**src/rtl/regfile_pkg.sv**
```systemverilog
// rtl/regfile_pkg.sv - shared constants for the multi-port register file
package regfile_pkg;
    localparam int DATA_W_DEF = 32;
    localparam int ADDR_W_DEF = 5;
    localparam int REG_ZERO   = 0;
endpackage

```
**src/rtl/regfile_rdport.sv**
```systemverilog
// rtl/regfile_rdport.sv - one combinational read port: zero-register,
// write bypass and busy-flag selection.
module regfile_rdport
    import regfile_pkg::*;
#(
    parameter int DATA_W   = DATA_W_DEF,
    parameter int ADDR_W   = ADDR_W_DEF,
    parameter int ZERO_REG = 1,
    parameter int BYPASS   = 1
) (
    input  logic [ADDR_W-1:0]     rn_i,
    input  logic [DATA_W-1:0]     mem_i [2**ADDR_W],
    input  logic [2**ADDR_W-1:0]  busy_i,
    input  logic                  w0_valid_i,
    input  logic [ADDR_W-1:0]     wn0_i,
    input  logic [DATA_W-1:0]     d0_i,
    input  logic                  w1_valid_i,
    input  logic [ADDR_W-1:0]     wn1_i,
    input  logic [DATA_W-1:0]     d1_i,
    input  logic                  iss_valid_i,
    input  logic [ADDR_W-1:0]     iss_rn_i,
    output logic [DATA_W-1:0]     q_o,
    output logic                  rbusy_o
);
    logic is_zero;
    logic hit0;
    logic hit1;
    logic iss_hit;

    assign is_zero = (ZERO_REG != 0) && (rn_i == ADDR_W'(REG_ZERO));
    assign hit0    = (BYPASS != 0) && w0_valid_i && (wn0_i == rn_i);
    assign hit1    = (BYPASS != 0) && w1_valid_i && (wn1_i == rn_i);
    assign iss_hit = iss_valid_i && (iss_rn_i == rn_i);

    // Port 1 (load writeback) outranks port 0 on a same-register collision.
    always_comb begin
        q_o     = mem_i[rn_i];
        rbusy_o = busy_i[rn_i];
        if (is_zero) begin
            q_o     = '0;
            rbusy_o = 1'b0;
        end else begin
            if (hit1) begin
                q_o = d1_i;
            end else if (hit0) begin
                q_o = d0_i;
            end
            if ((hit0 || hit1) && !iss_hit) begin
                rbusy_o = 1'b0;
            end
        end
    end
endmodule

```
**src/rtl/regfile_mp.sv**
```systemverilog
// rtl/regfile_mp.sv - NREAD-read / 2-write register file with optional
// write bypass and a per-register busy scoreboard for load-use interlock.
module regfile_mp
    import regfile_pkg::*;
#(
    parameter int DATA_W   = DATA_W_DEF,
    parameter int ADDR_W   = ADDR_W_DEF,
    parameter int NREAD    = 2,
    parameter int ZERO_REG = 1,
    parameter int BYPASS   = 1
) (
    input  logic                     clk,
    input  logic                     clr,
    input  logic [NREAD*ADDR_W-1:0]  rn,
    output logic [NREAD*DATA_W-1:0]  q,
    output logic [NREAD-1:0]         rbusy,
    input  logic                     we0,
    input  logic [ADDR_W-1:0]        wn0,
    input  logic [DATA_W-1:0]        d0,
    input  logic                     we1,
    input  logic [ADDR_W-1:0]        wn1,
    input  logic [DATA_W-1:0]        d1,
    input  logic                     iss_en,
    input  logic [ADDR_W-1:0]        iss_rn
);
    localparam int DEPTH = 2**ADDR_W;

    logic [DATA_W-1:0] mem_q [DEPTH];
    logic [DEPTH-1:0]  busy_q;
    logic [DEPTH-1:0]  busy_d;
    logic              w0_valid;
    logic              w1_valid;
    logic              iss_valid;

    assign w0_valid  = we0    && ((ZERO_REG == 0) || (wn0    != ADDR_W'(REG_ZERO)));
    assign w1_valid  = we1    && ((ZERO_REG == 0) || (wn1    != ADDR_W'(REG_ZERO)));
    assign iss_valid = iss_en && ((ZERO_REG == 0) || (iss_rn != ADDR_W'(REG_ZERO)));

    // A fresh issue outranks a retiring write: the newer producer is pending.
    always_comb begin
        busy_d = busy_q;
        if (w0_valid) busy_d[wn0] = 1'b0;
        if (w1_valid) busy_d[wn1] = 1'b0;
        if (iss_valid) busy_d[iss_rn] = 1'b1;
    end

    always_ff @(posedge clk or posedge clr) begin
        if (clr) begin
            for (int i = 0; i < DEPTH; i++) begin
                mem_q[i] <= '0;
            end
            busy_q <= '0;
        end else begin
            if (w0_valid) mem_q[wn0] <= d0;
            if (w1_valid) mem_q[wn1] <= d1;
            busy_q <= busy_d;
        end
    end

    for (genvar k = 0; k < NREAD; k++) begin : g_rd
        logic [DATA_W-1:0] rd_q;
        logic              rd_busy;

        regfile_rdport #(
            .DATA_W   (DATA_W),
            .ADDR_W   (ADDR_W),
            .ZERO_REG (ZERO_REG),
            .BYPASS   (BYPASS)
        ) u_rdport (
            .rn_i        (rn[k*ADDR_W +: ADDR_W]),
            .mem_i       (mem_q),
            .busy_i      (busy_q),
            .w0_valid_i  (w0_valid),
            .wn0_i       (wn0),
            .d0_i        (d0),
            .w1_valid_i  (w1_valid),
            .wn1_i       (wn1),
            .d1_i        (d1),
            .iss_valid_i (iss_valid),
            .iss_rn_i    (iss_rn),
            .q_o         (rd_q),
            .rbusy_o     (rd_busy)
        );

        // Bypass paths must not leak data while reset is held.
        assign q[k*DATA_W +: DATA_W] = clr ? '0 : rd_q;
        assign rbusy[k]              = ~clr & rd_busy;
    end
endmodule

```
**config.mk**
```make
export PLATFORM = sky130hd
export DESIGN_NAME = regfile_mp
export DESIGN_NICKNAME = d
export VERILOG_FILES = /design/src/rtl/regfile_pkg.sv /design/src/rtl/regfile_rdport.sv /design/src/rtl/regfile_mp.sv
export SDC_FILE = /design/constraint.sdc
export NUM_CORES = 2
export LEC_CHECK = 0
export CORE_MARGIN = 1.5
export CORE_UTILIZATION = 32
export DETAILED_ROUTE_END_ITERATION = 6
export PLACE_DENSITY = 0.57
export SLEW_MARGIN = 20
export SYNTH_ARGS = -nofsm -noshare
export SYNTH_HDL_FRONTEND = slang
export SYNTH_SLANG_ARGS = --single-unit
```
**constraint.sdc**
```tcl
create_clock -name clk -period 56.6 [get_ports clk]
set_clock_uncertainty 0.15 [all_clocks]
set_input_delay 11.32 -clock clk [delete_from_list [all_inputs] [get_ports clk]]
set_output_delay 11.32 -clock clk [all_outputs]
set_load 0.01 [all_outputs]
```
==> flow_metrics.py <==
metrics = {
    "detailed_routing": {
        "final_antenna_net_count": 0,
        "routedWlPerCell_um": 32.7,
        "drt-vias-per-instance": 6.22,
        "drc": 0,
        "drtIter0Drc": 8655,
        "drt_wl_total_um": 305000,
        "dr.pass1.iters": 7,
        "dr_total_vias": 57900,
    },
    "power": {
        "pwr_density_cell_nw_per_um2": 34.5,
        "peakVddDrop_mv": 0.0283,
        "p_leak_nw": 31.2,
    },
    "synth": {
        "synth_fp_nets": 6893,
        "synthesis.area_um2": 67400,
        "synth_ff_type": "dfrtp_1",
        "ys_seq_elements": 1056,
        "synth_cells": 6799,
        "ys.warnings.count": 0,
        "syn_avg_cell_area_um2": 9.92,
        "synth_cell_type_count": 54,
        "synth-async-reset-ratio": 1.00,
        "synth_edf_count": 0,
        "ys_seq_area_frac": 0.392,
    },
    "clock_tree": {
        "clk_transition_reported_paths_ns": 0.06,
        "cts_num_sinks": 1056,
        "cts_buffer_depth": 3,
        "cts_resized": 0,
        "post_cts_buffers": 0,
        "cts_tree": "built",
        "cts-htree-levels": 3,
        "holdBufCountCts": 0,
        "clk_latency_ns": 0.77,
        "numCtsBuffers": 116,
        "root_buffer": "clkbuf_16",
    },
    "floorplan": {
        "fp-row-count": 168,
        "core_um2": 210000,
        "die-area_um2": 214000,
        "dieWidth_um": 462,
        "start_util": 0.322,
        "io_pins": 160,
        "die_y_um": 462,
    },
    "job": {
        "drv_cap": 0,
    },
    "global_route": {
        "antenna_found_initial": 7,
        "grtUsageTotal": 0.278,
        "grt_overflow": 0,
        "first_global_vias": 55600,
        "grt_max_degree": 163,
        "grt_pass1_wl_um": 427000,
    },
    "final_layout": {
        "nets": 6495,
        "area_growth_syn_to_layout_pct": 11.1,
        "drive_gt1_frac": 0.131,
        "design_area_um2": 75000,
        "utilization": 0.358,
        "final_cell_mix": "mux2i_1 (1,366), dfrtp_1 (1,056), a21oi_1 (923)",
        "final.fill_count": 20800,
        "final_common_cell": "mux2i_1",
    },
    "sta": {
        "hold-worst-slack_ns": 0.250,
        "max_freq_mhz": 36.2,
        "period_minus_slack_ns": 27.63,
        "worst_slew_pin_slew_ns": 1.26,
        "finalSetupViolCount": 0,
        "fin_crit_sh": 0.488,
        "grt_setup_unrepaired": "no",
        "slew_headroom": 0.158,
        "postLayoutSetupSlackWorst_ns": 28.97,
        "hold_violations": 0,
        "maxSlewViolCount": 0,
        "finalSetupTns_ns": 0,
    },
    "setup_path": {
        "arrival_ns": 16.16,
        "crit_type": "in -> out",
        "crit_required_ns": 45.13,
        "endpoint_kind": "output pin",
        "startpoint_type": "input pin",
        "cp_max_fo": 37,
    },
    "placement": {
        "dp_hpwl_um": 169000,
        "placed_cell_area_um2": 71000,
        "place.gp.congestion": 0.896,
        "portBuffers": 159,
        "dp_slack_ns": 28.95,
    },
    "status": {
        "status": "finished, final reports clean",
    },
    "worst_hold_path": {
        "hold_path_class": "reg -> reg",
    },
}
## cells in the mapped netlist, types with 3 or more instances
master,number,area (um^2)
xnor2_1,10,87.6
nand3_1,49,245
mux2i_1,1366,13700
o21ai_1,8,40.0
nand2_1,434,1630
buf_2,140,701
o221ai_1,90,788
a22o_1,43,377
or4_1,14,105
and3_1,5,31.3
a221o_1,21,210
a21oi_1,923,4620
a211oi_1,49,368
a22oi_1,53,398
nor4_1,6,37.5
clkbuf_2,5,25.0
o211ai_1,18,135
xor2_1,20,175
buf_4,38,285
a31oi_1,27,169
nor3_1,13,65.1
a32o_1,10,100
nand3b_1,3,22.5
nor2b_1,59,369
a221oi_1,22,193
o22ai_1,107,669
nor2_1,705,2650
nand2b_1,18,113
clkbuf_1,559,2100
buf_1,132,495
buf_6,4,45.0
o32ai_1,23,201
and2_1,12,75.1
mux2_2,32,360
o21ai_0,366,1830
nand4_1,3,18.8
mux4_2,328,7390
nor2_2,3,18.8
or2_2,8,50.1
dfrtp_1,1056,26400
## sequential cells by signal, summed over array words and instances (netlist names)
signal  flops
mem_q    1024
busy_q     32
## final timing paths
path                                            start                     to  depth (start not counted)  slack (ns)
max in group asynchronous                         clr   mem_q[776]$_DFF_PP0_                          6       41.25
worst max register to register   mem_q[979]$_DFF_PP0_   mem_q[979]$_DFF_PP0_                          3       55.43
min in group asynchronous                         clr    mem_q[64]$_DFF_PP0_                          2       11.20
worst max-delay path                           wn1[0]                  q[30]                          9       28.97
worst min-delay path            mem_q[1002]$_DFF_PP0_  mem_q[1002]$_DFF_PP0_                          0        0.25
worst min register to register  mem_q[1002]$_DFF_PP0_  mem_q[1002]$_DFF_PP0_                          0        0.25
## cell type report
class	count	area, um^2	area share
Multi-Input combinational cell	4863	37900	0.505
Sequential cell	1056	26400	0.353
Tap cell	2805	3510	0.0468
Clock buffer	176	3470	0.0463
Timing Repair Buffer	362	3240	0.0432
Clock inverter	34	402	0.00536
Inverter	2	15.0	0.000200
Antenna cell	6	15.0	0.000200
## worst max-delay path, cell delays in order
cell             delay (ns)
clkdlybuf4s50_1        0.55
nor2_2                 0.68
a21bo_2                0.30
nor4_4                 0.06
buf_4                  0.42
or4_2                  1.33
a211oi_1               0.41
a221o_1                0.42
clkdlybuf4s50_1        0.63
## cells by family after synthesis
family | synth area share
flops | 0.392
buf+inv | 0.0542
mux | 0.318
xor+xnor | 0.00390
compound gates | 0.151
simple gates | 0.0814
## metrics by stage
| stage | std cells | total power [mW] |
|---|---|---|
| 6_report | 9304 | 2.58 |
| 3_3_place_gp | 9086 | 1.75 |
| 2_1_floorplan | 6799 | 1.57 |
| 5_1_grt | 9299 | 2.69 |
| 4_1_cts | 9298 | 2.57 |
| 3_5_place_dp | 9088 | 1.78 |
## power breakdown
part / internal [mW] / switching [mW]
logic: 0.336 / 0.329
clock network: 0.456 / 0.345
registers: 0.953 / 0.164
total: 1.75 / 0.837
## per-layer routing
layer  vias up  track usage  wire, um
met5         -            0        51
met4         8        0.170     21500
met3      1048       0.0835     34800
met2      3886        0.418    133000
met1     28900        0.350    115000
li1      24000            -         -
(Power assumes the default switching activity.)
